--- config.mk ---
export PLATFORM = sky130hd
export DESIGN_NAME = hazard_scoreboard
export DESIGN_NICKNAME = d
export VERILOG_FILES = /design/src/rtl/hazard_pkg.sv /design/src/rtl/hazard_scoreboard_entry.sv /design/src/rtl/hazard_scoreboard.sv
export SDC_FILE = /design/constraint.sdc
export NUM_CORES = 1
export LEC_CHECK = 0
export ABC_AREA = 1
export ABC_CLOCK_PERIOD_IN_PS = 3880
export BUFFER_PORTS_ARGS = -buffer_cell sky130_fd_sc_hd__clkbuf_2
export CORE_MARGIN = 8
export CORE_UTILIZATION = 61
export DETAILED_ROUTE_END_ITERATION = 16
export HOLD_SLACK_MARGIN = 0.03
export PLACE_DENSITY_LB_ADDON = 0.1
export SYNTH_ARGS = -nofsm -noshare
export SYNTH_HDL_FRONTEND = slang
export SYNTH_SLANG_ARGS = --single-unit
--- constraint.sdc ---
create_clock -name clk -period 3.88 [get_ports clk]
set_clock_uncertainty 0.2 [all_clocks]
set_input_delay 0.776 -clock clk [delete_from_list [all_inputs] [get_ports clk]]
set_output_delay 0.776 -clock clk [all_outputs]
set_load 0.005 [all_outputs]
--- src/rtl/hazard_pkg.sv ---
// Shared constants and helpers for the ID-stage hazard scoreboard.
package hazard_pkg;

  localparam int unsigned REG_ADDR_W_DEF = 5;
  localparam int unsigned ZERO_REG       = 0;

  // Width of a countdown able to hold PIPE_DEPTH+LOAD_EXTRA (never below one bit).
  function automatic int unsigned cnt_width(input int unsigned pipe_depth,
                                            input int unsigned load_extra);
    int unsigned w;
    w = $clog2(pipe_depth + load_extra + 1);
    return (w == 0) ? 1 : w;
  endfunction

endpackage

--- src/rtl/hazard_scoreboard_entry.sv ---
// One scoreboard slot: cycles remaining until its register's pending write is readable.
module hazard_scoreboard_entry
  import hazard_pkg::*;
#(
  parameter int unsigned CNT_W = cnt_width(2, 1)
) (
  input  logic             clk,
  input  logic             rst,
  input  logic             i_load,
  input  logic [CNT_W-1:0] i_load_val,
  output logic [CNT_W-1:0] o_cnt,
  output logic             o_busy
);

  logic [CNT_W-1:0] r_cnt;

  // A fresh record overrides the decrement of the same cycle.
  always_ff @(posedge clk or posedge rst) begin
    if (rst) begin
      r_cnt <= '0;
    end else if (i_load) begin
      r_cnt <= i_load_val;
    end else if (r_cnt != '0) begin
      r_cnt <= r_cnt - CNT_W'(1);
    end
  end

  assign o_cnt  = r_cnt;
  assign o_busy = (r_cnt != '0);

endmodule

--- src/rtl/hazard_scoreboard.sv ---
// ID-stage hazard unit: per-register pending-write timers, per-source compare, stall counter.
module hazard_scoreboard
  import hazard_pkg::*;
#(
  parameter int unsigned REG_ADDR_W  = REG_ADDR_W_DEF,
  parameter int unsigned NUM_SRC     = 2,
  parameter int unsigned PIPE_DEPTH  = 2,
  parameter int unsigned LOAD_EXTRA  = 1,
  parameter int unsigned STALL_CNT_W = 32
) (
  input  logic                          clk,
  input  logic                          rst,
  input  logic                          forward_en,
  input  logic                          issue_valid,
  input  logic                          issue_flush,
  input  logic [REG_ADDR_W-1:0]         issue_dest,
  input  logic                          issue_wb_en,
  input  logic                          issue_mem_r_en,
  input  logic [NUM_SRC*REG_ADDR_W-1:0] src_addr,
  input  logic [NUM_SRC-1:0]            src_used,
  output logic [NUM_SRC-1:0]            src_hazard,
  output logic                          hazard_detected,
  output logic                          pending_any,
  output logic [STALL_CNT_W-1:0]        stall_count
);

  localparam int unsigned NUM_REGS = 2 ** REG_ADDR_W;
  localparam int unsigned CNT_W    = cnt_width(PIPE_DEPTH, LOAD_EXTRA);

  localparam logic [CNT_W-1:0]      ALU_VAL   = CNT_W'(PIPE_DEPTH);
  localparam logic [CNT_W-1:0]      LOAD_VAL  = CNT_W'(PIPE_DEPTH + LOAD_EXTRA);
  localparam logic [REG_ADDR_W-1:0] ZERO_ADDR = REG_ADDR_W'(ZERO_REG);

  logic [CNT_W-1:0]      w_cnt [NUM_REGS];
  logic [NUM_REGS-1:0]   w_busy;
  logic [NUM_SRC-1:0]    w_src_hazard;
  logic                  w_hazard;
  logic                  w_rec;
  logic [CNT_W-1:0]      w_rec_val;
  logic [STALL_CNT_W-1:0] r_stall_count;

  assign w_rec     = issue_valid & ~issue_flush & ~w_hazard & issue_wb_en &
                     (issue_dest != ZERO_ADDR);
  assign w_rec_val = issue_mem_r_en ? LOAD_VAL : ALU_VAL;

  for (genvar r = 0; r < NUM_REGS; r++) begin : g_entry
    hazard_scoreboard_entry #(
      .CNT_W (CNT_W)
    ) u_entry (
      .clk        (clk),
      .rst        (rst),
      .i_load     (w_rec && (issue_dest == REG_ADDR_W'(r))),
      .i_load_val (w_rec_val),
      .o_cnt      (w_cnt[r]),
      .o_busy     (w_busy[r])
    );
  end

  // Hazards read the pre-edge timers, so a source matching its own dest sees the old value.
  for (genvar i = 0; i < NUM_SRC; i++) begin : g_src
    logic [REG_ADDR_W-1:0] w_addr;
    logic [CNT_W-1:0]      w_src_cnt;
    logic                  w_pending;

    assign w_addr          = src_addr[i*REG_ADDR_W +: REG_ADDR_W];
    assign w_src_cnt       = w_cnt[w_addr];
    // With forwarding only the load-latency tail above PIPE_DEPTH is unreachable.
    assign w_pending       = forward_en ? (w_src_cnt > ALU_VAL) : (w_src_cnt != '0);
    assign w_src_hazard[i] = src_used[i] & (w_addr != ZERO_ADDR) & w_pending;
  end

  assign w_hazard = issue_valid & ~issue_flush & (|w_src_hazard);

  always_ff @(posedge clk or posedge rst) begin
    if (rst) begin
      r_stall_count <= '0;
    end else if (w_hazard && (r_stall_count != {STALL_CNT_W{1'b1}})) begin
      r_stall_count <= r_stall_count + STALL_CNT_W'(1);
    end
  end

  assign src_hazard      = w_src_hazard;
  assign hazard_detected = w_hazard;
  assign pending_any     = |w_busy;
  assign stall_count     = r_stall_count;

endmodule

==> results.sh, run 1 <==
export IMPL_synth_mux_area_share_pct=0
export IMPL_grt_setup_unrepaired="no"
export IMPL_numCtsBuffers=9
export IMPL_globalRouteTotalUtil_pct=27.5
export IMPL_post_route_period_util_pct=91.7
export IMPL_post_synth_xor_area_fraction_pct=7.49
export IMPL_area_growth_syn_to_layout_pct=9.05
export IMPL_critPathRequiredTime_ps=2900
export IMPL_drv_slew=0
export IMPL_end_kind="output pin"
export IMPL_critical_path_arrival_ps=2580
export IMPL_antenna_cells_inserted=0
export IMPL_worst_hold_path_type="reg2reg"
export IMPL_critPathLaunchType="primary input"
export IMPL_report_final_setup_viol=0
export IMPL_synth_sequential_area_ratio_pct=33.1
export IMPL_design_final_nets=1152
export IMPL_crit_path_max_incr_delay_ps=340
export IMPL_route_detailed_wl_per_inst_um=17.1
export IMPL_tritoncts_num_sinks=96
export IMPL_yosysTopAreaCellShare_pct=33.1
export IMPL_dp_hpwl_um=15800
export IMPL_finish_utilization_pct=66.9
export IMPL_cts_post_setup_buffers_inserted=0
export IMPL_die_y_um=125
export IMPL_drt_drc_violations_left=0
export IMPL_drt_initial_drc_count=781
export IMPL_clk_path_buf_depth=2
export IMPL_worst_hold_path_endpoint="g_entry[0].u_entry.o_cnt[1]"
export IMPL_clk_pin_slew_ps=60
export IMPL_hold_buffers=0
export IMPL_status="finished, final reports clean"
export IMPL_die_x_um=125
export IMPL_grt_overflow=0
export IMPL_grt_start_max_net_pins=64
export IMPL_post_synth_fa_ha_maj_area_fraction_pct=5.70
export IMPL_via_per_inst=5.71
export IMPL_synth_ff_latch_count=96
export IMPL_timing_setup_critical_path_class="in2out"
export IMPL_min_delay_start="g_entry[0].u_entry.o_cnt[1]"
export IMPL_max_cap_viol_count=0
export IMPL_power_density_mw_per_mm2=646
export IMPL_critical_path_top_delay_family="buffers and inverters"
export IMPL_filler_cell_count=1112
export IMPL_grt_antenna_before_repair=0
export IMPL_core_region_area_sq_mm=0.0118
export IMPL_clk_root_buffer_cell="sky130_fd_sc_hd__clkbuf_16"
export IMPL_whs_path_depth=2
export IMPL_p_leak_nw=4.03
export IMPL_seq_area_sq_mm=0.00240
export IMPL_reg2reg_slack_ps=960
export IMPL_post_route_cells_drive_above_1_share_pct=8.55
export IMPL_ctsHtreeMaxLevel=3
export IMPL_antenna_violating_nets_post_route=0
export IMPL_grt_pass1_wl_um=34900
export IMPL_post_cts_resized_instances=0
export IMPL_drt_pass1_iter_count=6
export IMPL_first_global_vias=6835
export IMPL_simple_gate_portion_of_the_synthesized_area_pct=36.1
export IMPL_yosys_top_cells_area="sky130_fd_sc_hd__dfrtp_1, sky130_fd_sc_hd__nand2_1, sky130_fd_sc_hd__nand3_1"
export IMPL_clk_latency_ps=350
export IMPL_cp_cell_sequence="clkbuf_2, inv_2, nand2_1, nand3_1, nand3_1, nand2_1, nand2_1, nand3_1, nand2_1, a21oi_1, nand2_2, a21boi_4, clkbuf_2"
export IMPL_critical_path_reg2reg_endpoint="stall_count[31]"
export IMPL_num_rows=40
export IMPL_yosysUniqueCellTypes=28
export IMPL_detail_route_wirelength_um=21300
export IMPL_netlist_area_before_placement_sq_mm=0.00725
export IMPL_clock_tree_from_tritoncts="done"
export IMPL_ys_warn_count=0
export IMPL_fmax_mhz=281
export IMPL_peakVddDrop_mv=0.327
export IMPL_multi_input_comb_area_sq_mm=0.00410
export IMPL_remaining_max_slew_budget_at_the_tightest_pin_pct=45.3
export IMPL_cp_num_buf_inv=3
export IMPL_synth_nets=1113
export IMPL_crit_path_frequent_cell="sky130_fd_sc_hd__nand2_1"
export IMPL_placer_congestion=0.935
export IMPL_setup_tns_after_final_layout_ps=0
export IMPL_max_slew_worst_pin_slew_ps=821
export IMPL_synth_top_cell_by_area="sky130_fd_sc_hd__dfrtp_1"
export IMPL_r2r_cells=16
export IMPL_hold_viol=0
export IMPL_ios=60
export IMPL_main_combinational_cell_family_by_area_after_synthesis="simple AND/OR/NAND/NOR gates"
export IMPL_synth_cells=1056
export IMPL_post_synth_cell_area_avg_sq_um=6.86
export IMPL_port_buffers=59
export IMPL_timing_critical_path_fanout_max=24
export IMPL_fin_crit_ps=3560
export IMPL_die_area_sq_mm=0.0156
export IMPL_worst_r2r_startpoint="g_entry[29].u_entry.o_cnt[0]"
export IMPL_synth_compound_area_share_pct=7.23
export IMPL_critical_path_slowest_cell="sky130_fd_sc_hd__inv_2"
export IMPL_initial_core_util_pct=61.4
export IMPL_vias=7115
[worst max-delay path by stage]
stage                     start                     endpoint  slack [ps]  depth (start not counted)
floorplan                   rst  g_entry[0].u_entry.o_cnt[0]         400                          1
global placement    src_addr[0]              stall_count[20]         180                         16
detailed placement  src_addr[0]               stall_count[4]         110                         16
CTS                 src_addr[0]              hazard_detected         360                         13
global route        src_addr[0]               stall_count[5]         130                         16
finish              src_addr[0]              hazard_detected         320                         13
[through the flow]
stage	hold slack [ps]	power, mW	setup WS [ps]	instances	instance area, sq um
floorplan	272	3.53	399	1056	7250
global placement	287	4.01	183	1231	7570
detailed placement	301	4.07	107	1231	7570
CTS	320	5.11	356	1247	7900
global route	356	5.59	131	1247	7900
finish	316	5.10	321	1247	7900
[sequential cells by signal (all words and copies together) (netlist names)]
register / count
stall_count: 32
g_entry.u_entry.o_cnt: 64
[cell usage after synthesis]
library cell and n:
sky130_fd_sc_hd__a21boi_4 1, sky130_fd_sc_hd__a21oi_1 30, sky130_fd_sc_hd__buf_1 2, sky130_fd_sc_hd__buf_2 12, sky130_fd_sc_hd__buf_4 12, sky130_fd_sc_hd__buf_6 8
sky130_fd_sc_hd__clkbuf_1 8, sky130_fd_sc_hd__clkinv_1 3, sky130_fd_sc_hd__dfrtp_1 96, sky130_fd_sc_hd__ha_1 33, sky130_fd_sc_hd__inv_1 118, sky130_fd_sc_hd__inv_2 2
sky130_fd_sc_hd__inv_4 1, sky130_fd_sc_hd__nand2_1 338, sky130_fd_sc_hd__nand2_2 3, sky130_fd_sc_hd__nand3_1 138, sky130_fd_sc_hd__nand3b_1 1, sky130_fd_sc_hd__nand4_1 34
sky130_fd_sc_hd__nor2_1 55, sky130_fd_sc_hd__nor2_8 1, sky130_fd_sc_hd__nor3_1 25, sky130_fd_sc_hd__nor3b_1 1, sky130_fd_sc_hd__nor4_1 10, sky130_fd_sc_hd__o211ai_1 18
sky130_fd_sc_hd__o21ai_0 29, sky130_fd_sc_hd__o21ai_1 15, sky130_fd_sc_hd__xnor2_1 36, sky130_fd_sc_hd__xor2_1 26
[area by class of cell]
class                   instances  share of cell area [%]
clock buffers                  11                    3.07
flip-flops and latches         96                    30.4
well taps                     147                    2.33
repair buffers                 70                    5.26
inverters                     124                    5.95
multi-input cells             794                    51.9
clock inverters                 5                    1.12
[per-layer routing]
metal	track usage, %	wire length [um]
met1	33.3	8940
met4	8.52	357
met2	47.6	10300
met3	6.12	1640
met5	0	0
[power breakdown]
group | switching (mW) | leakage [nW] | internal [mW]
sequential | 0.416 | 1.20 | 1.39
combinational | 1.29 | 2.68 | 0.993
clock | 0.419 | 0.162 | 0.591
[kinds of logic after synthesis]
group | Yosys count
adders and majority gates | 33
xor gates and xnor gates | 62
DFF | 96
AOI/OAI and AO/OA | 93
and+or+nand+nor | 606
buffers and inverters | 166
[cells in the final DEF (no fill, tap or decap), drive strengths merged]
master,count
o21ai,44
nand2,341
nand4,34
nor4,10
xnor2,36
nand3,138
o211ai,18
nand3b,1
ha,33
nor2,56
nor3b,1
inv,122
buf,11
bufinv,2
xor2,26
a21oi,30
dfrtp,96
clkinv,5
nor3,25
clkbuf,70
a21boi,1
[worst register-to-register path: cells and delay by family (launching register included)]
family	cells	cell delay [ps]
AO/OA/AOI/OAI	2	310
buffers and inverters	3	490
flip-flops	1	420
AND/OR/NAND/NOR	11	1390
(Power assumes the default switching activity.)
==> run 2, diff against run 1 <==
--- a/config.mk
+++ b/config.mk
@@ -5,7 +5,6 @@
 export SDC_FILE = /design/constraint.sdc
 export NUM_CORES = 1
 export LEC_CHECK = 0
-export ABC_AREA = 1
 export ABC_CLOCK_PERIOD_IN_PS = 3880
 export BUFFER_PORTS_ARGS = -buffer_cell sky130_fd_sc_hd__clkbuf_2
 export CORE_MARGIN = 8
==> constraint.sdc (replaced) <==
create_clock -name clk -period 3.88 [get_ports clk]
set_clock_uncertainty 0.2 [all_clocks]
set_input_delay 0.388 -clock clk [delete_from_list [all_inputs] [get_ports clk]]
set_output_delay 0.388 -clock clk [all_outputs]
set_load 0.005 [all_outputs]
==> results.sh, run 2 <==
export IMPL_layout_common_cells="sky130_fd_sc_hd__dfrtp_1, sky130_fd_sc_hd__inv_1, sky130_fd_sc_hd__xnor2_1, sky130_fd_sc_hd__clkbuf_2, sky130_fd_sc_hd__mux2i_1"
export IMPL_power_density_mw_per_mm2=692
export IMPL_layout_setup_ws_ps=409
export IMPL_critical_path_top_delay_family="buffers and inverters"
export IMPL_grt_pass1_wl_um=29100
export IMPL_ys_warn_count=0
export IMPL_post_route_period_util_pct=89.5
export IMPL_synth_commonest_cells="sky130_fd_sc_hd__dfrtp_1, sky130_fd_sc_hd__inv_1, sky130_fd_sc_hd__xnor2_1, sky130_fd_sc_hd__mux2i_1"
export IMPL_core_region_area_sq_mm=0.0108
export IMPL_layout_commonest_cell="sky130_fd_sc_hd__dfrtp_1"
export IMPL_grt_antenna_before_repair=0
export IMPL_clk_root_buffer_cell="sky130_fd_sc_hd__clkbuf_8"
export IMPL_peakVddDrop_mv=0.341
export IMPL_numCtsBuffers=9
export IMPL_critPathRequiredTime_ps=3290
export IMPL_setup_tns_after_final_layout_ps=0
export IMPL_netlist_area_before_placement_sq_mm=0.00671
export IMPL_synth_top_cell_by_area="sky130_fd_sc_hd__dfrtp_1"
export IMPL_initial_core_util_pct=62.1
export IMPL_cp_num_buf_inv=3
export IMPL_report_final_setup_viol=0
export IMPL_synth_ff_type="sky130_fd_sc_hd__dfrtp_1"
export IMPL_placed_cell_area_sq_mm=0.00711
export IMPL_final_cell_count_no_fill=860
export IMPL_largest_register_ff_count=64
export IMPL_route_detailed_wl_per_inst_um=20.7
export IMPL_fin_crit_ps=3470
export IMPL_clk_latency_ps=370
export IMPL_drv_slew=0
export IMPL_tritoncts_num_sinks=96
export IMPL_drt_initial_drc_count=404
export IMPL_placer_congestion=0.903
export IMPL_ios=60
export IMPL_yosys_cell_count_top_type="sky130_fd_sc_hd__dfrtp_1"
export IMPL_synth_edff_count=0
export IMPL_design_final_nets=772
export IMPL_crit_path_max_incr_delay_ps=490
export IMPL_pre_cts_slack_ps=349
export IMPL_yosys_top_cells_area="sky130_fd_sc_hd__dfrtp_1, sky130_fd_sc_hd__mux2i_1, sky130_fd_sc_hd__xnor2_1"
export IMPL_post_synth_cell_area_avg_sq_um=10.2
export IMPL_clk_path_buf_depth=2
export IMPL_vias=5317
export IMPL_hold_viol=0
export IMPL_globalRouteTotalUtil_pct=25.3
export IMPL_yosysTopAreaCellShare_pct=35.8
export IMPL_critPathLaunchType="primary input"
export IMPL_via_per_inst=6.18
export IMPL_cts_post_setup_buffers_inserted=0
export IMPL_status="finished, final reports clean"
export IMPL_worst_hold_path_type="in2reg"
export IMPL_grt_setup_unrepaired="no"
export IMPL_ctsHtreeMaxLevel=3
export IMPL_first_global_vias=5635
export IMPL_clk_pin_slew_ps=90
export IMPL_totalPowerFinal_mw=5.06
export IMPL_grt_start_max_net_pins=51
export IMPL_antenna_violating_nets_post_route=0
export IMPL_end_kind="output pin"
export IMPL_total_placed_cells_including_tap_cells=843
export IMPL_max_slew_worst_pin_slew_ps=731
export IMPL_cp_cell_sequence="clkbuf_2, mux2i_1, a22o_1, a21oi_1, nand4_1, and4_1, maj3_2, o22ai_4, buf_12, and2_1, clkbuf_2"
export IMPL_critical_path_arrival_ps=2880
export IMPL_die_x_um=121
export IMPL_die_y_um=121
export IMPL_detail_route_wirelength_um=17800
export IMPL_p_leak_nw=3.36
export IMPL_port_buffers=59
export IMPL_synth_ff_latch_count=96
export IMPL_synth_nets=717
export IMPL_post_route_cell_area_sq_mm=0.00731
export IMPL_timing_critical_path_fanout_max=30
export IMPL_grt_overflow=0
export IMPL_post_route_cells_drive_above_1_share_pct=24.6
export IMPL_synth_sequential_area_ratio_pct=35.8
export IMPL_critical_path_slowest_cell="sky130_fd_sc_hd__clkbuf_2"
export IMPL_max_cap_viol_count=0
export IMPL_timing_setup_critical_path_class="in2out"
export IMPL_drt_pass1_iter_count=5
export IMPL_async_reset_ff_share_pct=100
export IMPL_dp_hpwl_um=13600
export IMPL_drt_drc_violations_left=0
export IMPL_crit_path_frequent_cell="sky130_fd_sc_hd__clkbuf_2"
export IMPL_die_area_sq_mm=0.0146
export IMPL_num_rows=38
export IMPL_antenna_cells_inserted=0
export IMPL_area_growth_syn_to_layout_pct=9.03
export IMPL_remaining_max_slew_budget_at_the_tightest_pin_pct=51.3
export IMPL_synth_cells=660
export IMPL_clock_tree_from_tritoncts="done"
export IMPL_fmax_mhz=288
export IMPL_yosysUniqueCellTypes=48
[run 2: metrics by stage]
stage	util (%)	hold slack, ps
2_1_floorplan	-	277
3_3_place_gp	65.8	275
3_5_place_dp	65.8	290
4_1_cts	67.7	212
5_1_grt	67.7	260
6_report	67.7	236
[run 2: area by class of cell]
cell class / count / area (sq um)
flip-flops and latches: 96 / 2400
clock buffers: 13 / 169
multi-input cells: 466 / 3850
fillers: 865 / 3480
inverters: 69 / 262
repair buffers: 73 / 428
clock inverters: 3 / 25.0
well taps: 140 / 175
[run 2: cells by family (layout without fill, tap and decap cells)]
family	Yosys count	in the layout	share of synthesized area (%)
xor gates and xnor gates	63	63	8.23
adders and majority gates	35	35	6.49
and+or+nand+nor	214	214	19.1
buffers and inverters	98	158	6.75
muxes	102	102	17.6
AOI/OAI and AO/OA	52	52	5.97
DFF	96	96	35.8
[run 2: final timing paths]
kind	startpoint	to	slack, ps	cells past startpoint
worst max-delay path	src_addr[1]	hazard_detected	410	11
worst min-delay path	issue_dest[3]	g_entry[1].u_entry.o_cnt[1]	240	3
worst max register to register	g_entry[11].u_entry.o_cnt[1]	g_entry[15].u_entry.o_cnt[0]	720	10
worst min register to register	stall_count[16]	stall_count[16]	300	1
max in group asynchronous	rst	g_entry[7].u_entry.o_cnt[0]	2240	4
min in group asynchronous	rst	g_entry[26].u_entry.o_cnt[1]	450	3
[run 2: metal layers]
metal	GRT usage (%)	up-vias	part of all wire, %
met1	31.5	2657	42
li1	-	2448	-
met4	11.7	0	3.2
met5	0	-	0
met3	5.17	36	6.3
met2	41.6	176	48
[run 2: what timing repair did]
| item | 4_1_cts | 5_1_grt |
|---|---|---|
| setup endpoints to repair | 0 | 0 |
| resized for setup | 0 | 0 |
| hold buffers | 1 | 0 |
| endpoints found under the hold margin | 48 | 0 |
[run 2: worst reg2reg max path, stage by stage, from the launching register on]
cell	delay [ps]
sky130_fd_sc_hd__dfrtp_1	440
sky130_fd_sc_hd__mux4_2	470
sky130_fd_sc_hd__mux2_2	270
sky130_fd_sc_hd__nand3_1	90
sky130_fd_sc_hd__o311ai_1	100
sky130_fd_sc_hd__a31oi_1	200
sky130_fd_sc_hd__maj3_2	260
sky130_fd_sc_hd__o22ai_4	100
sky130_fd_sc_hd__buf_12	210
sky130_fd_sc_hd__nor3_1	330
sky130_fd_sc_hd__mux2_2	380
[run 2: report_power, final]
group	switching, mW	internal, mW	total (mW)
logic	1.20	1.37	2.57
registers	0.456	1.39	1.85
clock network	0.355	0.289	0.644
